--- config.mk ---
export PLATFORM = sky130hd
export DESIGN_NAME = psum_acc_ctrl
export DESIGN_NICKNAME = d
export VERILOG_FILES = /design/src/rtl/psum_acc_ctrl_pkg.sv /design/src/rtl/psum_requant.sv /design/src/rtl/psum_acc_ctrl.sv
export SDC_FILE = /design/constraint.sdc
export NUM_CORES = 1
export LEC_CHECK = 0
export CAP_MARGIN = 0
export CORE_MARGIN = 2
export CORE_UTILIZATION = 50
export DETAILED_ROUTE_END_ITERATION = 6
export PLACE_DENSITY = 0.79
export RECOVER_POWER = 25
export SLEW_MARGIN = 25
export SYNTH_ARGS = -nofsm -noshare
export SYNTH_HDL_FRONTEND = slang
export SYNTH_SLANG_ARGS = --single-unit
--- constraint.sdc ---
create_clock -name i_clk -period 5.2 [get_ports i_clk]
set_input_delay 1.04 -clock i_clk [delete_from_list [all_inputs] [get_ports i_clk]]
set_output_delay 1.04 -clock i_clk [all_outputs]
set_load 0.02 [all_outputs]
--- src/rtl/psum_acc_ctrl_pkg.sv ---
// Shared definitions for the partial-sum accumulation controller:
// mac mode encodings and controller state encodings.
package psum_acc_ctrl_pkg;

   localparam logic [1:0] MODE_INT8     = 2'd0;
   localparam logic [1:0] MODE_INT4     = 2'd1;
   localparam logic [1:0] MODE_INT4_VSQ = 2'd2;

   typedef enum logic [1:0] {
      PSUM_ACC_IDLE = 2'd0,
      PSUM_ACC_ACC  = 2'd1,
      PSUM_ACC_OUT  = 2'd2
   } psum_acc_state_e;

endpackage

--- src/rtl/psum_requant.sv ---
// Combinational requantizer: round-half-up arithmetic right shift of a signed
// accumulator, then saturation to a signed OUT_W result.
module psum_requant #(
   parameter int PSUM_W  = 24,
   parameter int OUT_W   = 8,
   parameter int SHIFT_W = 5
) (
   input  logic [PSUM_W-1:0]  x,
   input  logic [SHIFT_W-1:0] shift,
   output logic [OUT_W-1:0]   y
);

   logic signed [PSUM_W:0] xe;
   logic signed [PSUM_W:0] rnd;
   logic signed [PSUM_W:0] y_wide;
   logic                   fits;

   always_comb begin
      xe  = {x[PSUM_W-1], x};
      rnd = '0;
      if (shift != '0) rnd = (PSUM_W+1)'(1) << (shift - 1'b1);
      y_wide = (xe + rnd) >>> shift;
      // In range iff every bit above the OUT_W sign bit matches it.
      fits = (&y_wide[PSUM_W:OUT_W-1]) | ~(|y_wide[PSUM_W:OUT_W-1]);
      if (fits)                y = y_wide[OUT_W-1:0];
      else if (y_wide[PSUM_W]) y = {1'b1, {(OUT_W-1){1'b0}}};
      else                     y = {1'b0, {(OUT_W-1){1'b1}}};
   end

endmodule

--- src/rtl/psum_acc_ctrl.sv ---
// Partial-sum accumulation controller: feeds psum back to the mac, counts
// K-tile beats per element, and presents the final and requantized result.
module psum_acc_ctrl
   import psum_acc_ctrl_pkg::*;
#(
   parameter int PSUM_W  = 24,
   parameter int CNT_W   = 8,
   parameter int OUT_W   = 8,
   parameter int SHIFT_W = 5
) (
   input  logic               i_clk,
   input  logic               i_rst,
   input  logic               i_start,
   input  logic [CNT_W-1:0]   i_len,
   input  logic [1:0]         i_mode,
   input  logic [SHIFT_W-1:0] i_shift,
   output logic               o_busy,
   output logic [1:0]         o_mode,
   output logic [PSUM_W-1:0]  o_psum,
   output logic               o_res_ready,
   input  logic               i_res_valid,
   input  logic [PSUM_W-1:0]  i_result,
   output logic               o_out_valid,
   input  logic               i_out_ready,
   output logic [PSUM_W-1:0]  o_out_acc,
   output logic [OUT_W-1:0]   o_out_q
);

   psum_acc_state_e      state_q, state_d;
   logic [CNT_W-1:0]     cnt_q, cnt_d;
   logic [PSUM_W-1:0]    psum_q, psum_d;
   logic [1:0]           mode_q, mode_d;
   logic [SHIFT_W-1:0]   shift_q, shift_d;
   logic                 vld_q, vld_d;
   logic [PSUM_W-1:0]    acc_q, acc_d;
   logic [OUT_W-1:0]     q_q, q_d;
   logic [OUT_W-1:0]     req_q;
   logic                 start_ok;

   psum_requant #(.PSUM_W(PSUM_W), .OUT_W(OUT_W), .SHIFT_W(SHIFT_W)) u_requant (
      .x     (i_result),
      .shift (shift_q),
      .y     (req_q)
   );

   always_ff @(posedge i_clk) begin
      if (i_rst) begin
         state_q <= PSUM_ACC_IDLE;
         cnt_q   <= '0;
         psum_q  <= '0;
         mode_q  <= '0;
         shift_q <= '0;
         vld_q   <= 1'b0;
         acc_q   <= '0;
         q_q     <= '0;
      end else begin
         state_q <= state_d;
         cnt_q   <= cnt_d;
         psum_q  <= psum_d;
         mode_q  <= mode_d;
         shift_q <= shift_d;
         vld_q   <= vld_d;
         acc_q   <= acc_d;
         q_q     <= q_d;
      end
   end

   always_comb begin
      state_d  = state_q;
      cnt_d    = cnt_q;
      psum_d   = psum_q;
      mode_d   = mode_q;
      shift_d  = shift_q;
      vld_d    = vld_q;
      acc_d    = acc_q;
      q_d      = q_q;
      start_ok = i_start && (i_len != '0);
      case (state_q)
         PSUM_ACC_IDLE: begin
            if (start_ok) begin
               mode_d  = i_mode;
               shift_d = i_shift;
               cnt_d   = i_len;
               psum_d  = '0;
               state_d = PSUM_ACC_ACC;
            end
         end
         PSUM_ACC_ACC: begin
            if (i_res_valid) begin
               cnt_d = cnt_q - 1'b1;
               // Clearing psum on the last beat keeps o_psum at zero outside ACC.
               if (cnt_q == CNT_W'(1)) begin
                  acc_d   = i_result;
                  q_d     = req_q;
                  vld_d   = 1'b1;
                  psum_d  = '0;
                  state_d = PSUM_ACC_OUT;
               end else begin
                  psum_d = i_result;
               end
            end
         end
         PSUM_ACC_OUT: begin
            if (i_out_ready) begin
               vld_d = 1'b0;
               if (start_ok) begin
                  mode_d  = i_mode;
                  shift_d = i_shift;
                  cnt_d   = i_len;
                  psum_d  = '0;
                  state_d = PSUM_ACC_ACC;
               end else begin
                  state_d = PSUM_ACC_IDLE;
               end
            end
         end
         default: state_d = PSUM_ACC_IDLE;
      endcase
   end

   assign o_busy      = (state_q != PSUM_ACC_IDLE);
   assign o_res_ready = (state_q == PSUM_ACC_ACC);
   assign o_mode      = mode_q;
   assign o_psum      = psum_q;
   assign o_out_valid = vld_q;
   assign o_out_acc   = acc_q;
   assign o_out_q     = q_q;

endmodule

==> summary.txt <==
Placement
  – Number of port buffers: 104
  – Placement-stage cell area: 8130 sq um
  – HPWL after detailed placement: 17,900 um
  – Final GP Congestion: 1.04

Global route
  – Maximum number of pins on one net before global-route repair: 71
  – Vias in the first global route: 7,150
  – Number of antenna violations at the first check in global routing: 0
  – Final global-route overflow total: 0
  – First-pass GRT wire length: 37,400 um
  – Overall global routing resource usage: 33.3%

STA
  – Setup violation total in the final timing report: 0
  – Slew headroom: 33.4%
  – Final slew viol count: 0
  – Skew final: 4.51 ps
  – Final Hold Fails: 0
  – Max Clk Rate: 0.199 GHz
  – Slew @ Worst Pin: 993 ps
  – Tcrit/Tclk final: 96.4%
  – Final worst path period need: 5010 ps
  – Unrepaired setup endpoints after global routing: false

Critical path
  – Internal reg-to-reg setup slack: 330 ps
  – Worst setup path category: input port to register
  – Depth of the worst register-to-register path: 17
  – CP Data Required Time: 5400 ps
  – Endpoint of the most critical register-to-register path: o_out_q[5]
  – Type of element capturing the critical path: register
  – Worst R2R Start: shift_q[0]
  – Peak fanout along the critical path: 7
  – Worst endpoint data arrival time: 5210 ps
  – CP Launch Type: input port

Cells and area
  – Leading cell types in the layout, fill and taps excluded: sky130_fd_sc_hd__nand2_1, sky130_fd_sc_hd__nor2_1, sky130_fd_sc_hd__buf_4, sky130_fd_sc_hd__a21oi_1, sky130_fd_sc_hd__dfxtp_1
  – Filler Cell Count: 1,106
  – Area used by multi-input combinational logic: 4650 sq um
  – Final instance area: 8560 sq um
  – Most common library cell in the layout ignoring fill and taps: sky130_fd_sc_hd__nand2_1
  – Area taken by flip-flops and latches: 1480 sq um
  – Area growth from synthesis to final layout: 32.9%
  – Ant. Diodes: 0
  – Fraction of final layout cells with drive strength greater than 1: 17.2%
  – Number of nets in the final layout: 1,104

Drt
  – Detailed-routing iteration count for the pre-antenna-repair pass: 5
  – Total detailed-routing wirelength: 23,600 um
  – DRC marker count from the first detailed-route iteration: 761
  – Via count of the routed design: 7,595
  – Post-detailed-route wirelength per cell: 19.5 um
  – Routed Antenna Nets: 0
  – DRC: 0
  – Detailed-route vias per instance: 6.28

Logic synthesis
  – Async S/R FF share, synth: 0%
  – Count of mapped cells out of synthesis: 872
  – Synth cell types: 88
  – Post-synthesis area per instance: 7.39 sq um
  – Main synth FF type: sky130_fd_sc_hd__dfxtp_1
  – Sequential area share after synthesis: 23.0%
  – Warning count from the yosys run: 0
  – Total standard cell area after synthesis: 6450 sq um
  – Number of register bits inferred by synthesis: 74
  – Count of flip-flops with a built-in enable after synthesis: 0
  – Number of nets in the synthesized netlist: 943

Pwr
  – Worst vdd ir: 184 uV
  – Post-layout total power: 1920 uW
  – Static Leakage: 0.00345 uW
  – Pwr Density: 224 nW/um^2

Clock network
  – H-Tree Level Count: 3
  – Number of buffers between clock root and the deepest sink: 2
  – Clock Sinks: 74
  – Clock tree from TritonCTS: done
  – Insertion delay to the later sink of the worst-skew pair: 340 ps
  – Cts hold-fix bufs: 0
  – Cts bufs inserted: 9
  – Cell at the root of the clock tree: sky130_fd_sc_hd__clkbuf_16
  – Reg clk slew, reported paths: 60 ps

Floorplanning
  – Count of pins on the block boundary: 105
  – Die outline height: 118 um
  – Starting density of the core: 51.1%
  – Area of the core region: 12,600 sq um
  – Row cnt: 41
  – Die X-Extent: 118 um
  – Die area: 13,800 sq um

Flow run
  – Number of max-capacitance violations reported: 0

Worst hold path
  – Hold Path Depth: 2
  – Hold Crit Endpoint: o_out_acc[9]
  – Hold path start: o_out_acc[9]
  – Worst min path class: register to register

Status
  – Result of the run: finished, final reports clean
-- per-stage QoR --
step	utilization (%)	setup WS (ps)	std cells	hold slack (ps)	TNS (ps)
2_1_floorplan	-	537	872	444	0
3_3_place_gp	64.4	-58.2	1191	441	-271
3_5_place_dp	64.4	-123	1191	446	-790
4_1_cts	67.0	205	1207	454	0
5_1_grt	67.9	29.8	1210	474	0
6_report	67.9	186	1210	449	0
-- cells in the mapped netlist (4+ instances only) --
cell type / instances / area [sq um]
sky130_fd_sc_hd__clkbuf_1: 33 / 124
sky130_fd_sc_hd__o22ai_1: 5 / 31.3
sky130_fd_sc_hd__and2_1: 5 / 31.3
sky130_fd_sc_hd__a21oi_1: 80 / 400
sky130_fd_sc_hd__a221oi_1: 6 / 52.6
sky130_fd_sc_hd__nor2b_1: 6 / 37.5
sky130_fd_sc_hd__a211oi_1: 25 / 188
sky130_fd_sc_hd__nor3_1: 19 / 95.1
sky130_fd_sc_hd__o31ai_1: 4 / 30.0
sky130_fd_sc_hd__nand2_1: 131 / 492
sky130_fd_sc_hd__nor2_1: 108 / 405
sky130_fd_sc_hd__or2_2: 4 / 25.0
sky130_fd_sc_hd__a22oi_1: 39 / 293
sky130_fd_sc_hd__inv_1: 14 / 52.6
sky130_fd_sc_hd__o21a_1: 7 / 52.6
sky130_fd_sc_hd__o21ai_0: 38 / 190
sky130_fd_sc_hd__nor4_1: 8 / 50.1
sky130_fd_sc_hd__buf_2: 5 / 25.0
sky130_fd_sc_hd__mux4_2: 5 / 113
sky130_fd_sc_hd__a21o_1: 8 / 60.1
sky130_fd_sc_hd__dfxtp_1: 74 / 1480
sky130_fd_sc_hd__nand3_1: 18 / 90.1
sky130_fd_sc_hd__buf_1: 5 / 18.8
sky130_fd_sc_hd__a211o_1: 4 / 35.0
sky130_fd_sc_hd__a31oi_1: 8 / 50.1
sky130_fd_sc_hd__xnor2_1: 9 / 78.8
sky130_fd_sc_hd__or3_1: 8 / 50.1
sky130_fd_sc_hd__mux2i_1: 29 / 290
sky130_fd_sc_hd__ha_1: 26 / 325
sky130_fd_sc_hd__o221ai_1: 7 / 61.3
sky130_fd_sc_hd__xor2_1: 6 / 52.6
sky130_fd_sc_hd__and3_1: 5 / 31.3
sky130_fd_sc_hd__o211ai_1: 16 / 120
sky130_fd_sc_hd__nand4_1: 13 / 81.3
sky130_fd_sc_hd__clkbuf_8: 8 / 110
-- power breakdown --
part | internal, uW | switching, uW
logic | 268 | 361
clock network | 436 | 246
registers | 587 | 16.6
total | 1290 | 623
-- worst max-delay path by stage --
stage,from,to,depth (start not counted)
floorplan,shift_q[0],o_out_q[5],19
global placement,i_result[0],o_out_q[5],16
detailed placement,i_result[0],o_out_q[5],18
CTS,i_result[0],o_out_q[5],18
global route,i_result[0],o_out_q[6],17
finish,i_result[0],o_out_q[5],16
-- per-layer routing --
| metal | GRT usage (%) | vias to the layer above | wire length, um |
|---|---|---|---|
| met3 | 8.33 | 63 | 2080 |
| met5 | 0 | - | 0 |
| li1 | - | 3574 | - |
| met1 | 42.7 | 3568 | 9850 |
| met2 | 53.1 | 390 | 10800 |
| met4 | 14.1 | 0 | 845 |
-- registers in the layout, summed over array words and instances (netlist names) --
signal / flops
shift_q: 5
o_out_q: 8
o_psum: 24
o_mode: 2
o_out_acc: 24
cnt_q: 8
o_out_valid: 1
state_q: 2
-- critical path: stages --
cell and delay, ps:
sky130_fd_sc_hd__clkdlybuf4s50_1 450, sky130_fd_sc_hd__ha_1 250, sky130_fd_sc_hd__fa_1 390, sky130_fd_sc_hd__a211oi_1 260
sky130_fd_sc_hd__buf_4 160, sky130_fd_sc_hd__o21ai_0 110, sky130_fd_sc_hd__a211o_1 360, sky130_fd_sc_hd__a21oi_4 210
sky130_fd_sc_hd__xor2_1 110, sky130_fd_sc_hd__mux4_2 480, sky130_fd_sc_hd__or4_4 490, sky130_fd_sc_hd__o211ai_2 80
sky130_fd_sc_hd__a41oi_2 200, sky130_fd_sc_hd__or3_4 380, sky130_fd_sc_hd__o21ai_4 120, sky130_fd_sc_hd__a211oi_2 100
-- area by class of cell --
| cell class | count | share of cell area (%) |
|---|---|---|
| timing repair buffer | 208 | 21.2 |
| tap | 172 | 2.51 |
| inverter | 17 | 0.877 |
| multi-input combinational | 723 | 54.3 |
| clock inverter | 5 | 0.993 |
| clock buffer | 11 | 2.83 |
| sequential | 74 | 17.3 |
-- kinds of logic (layout without fill, tap and decap cells) --
family | count (synthesis) | in the layout | synth area share (%)
AO/OA/AOI/OAI | 294 | 294 | 31.6
XOR/XNOR | 16 | 16 | 2.29
adder cells (fa/ha/maj) | 27 | 27 | 5.36
buffers and inverters | 75 | 241 | 6.31
flip-flops | 74 | 74 | 23.0
multiplexers | 37 | 37 | 6.77
AND/OR/NAND/NOR | 349 | 349 | 24.7
-- timing repair --
| action | in CTS | in global routing |
|---|---|---|
| resized for setup | 0 | 18 |
| endpoints found under the hold margin | 0 | 0 |
| endpoints found under the setup margin | 0 | 7 |
| setup buffers | 0 | 3 |
Note: power is estimated with default switching activity, not from simulation.
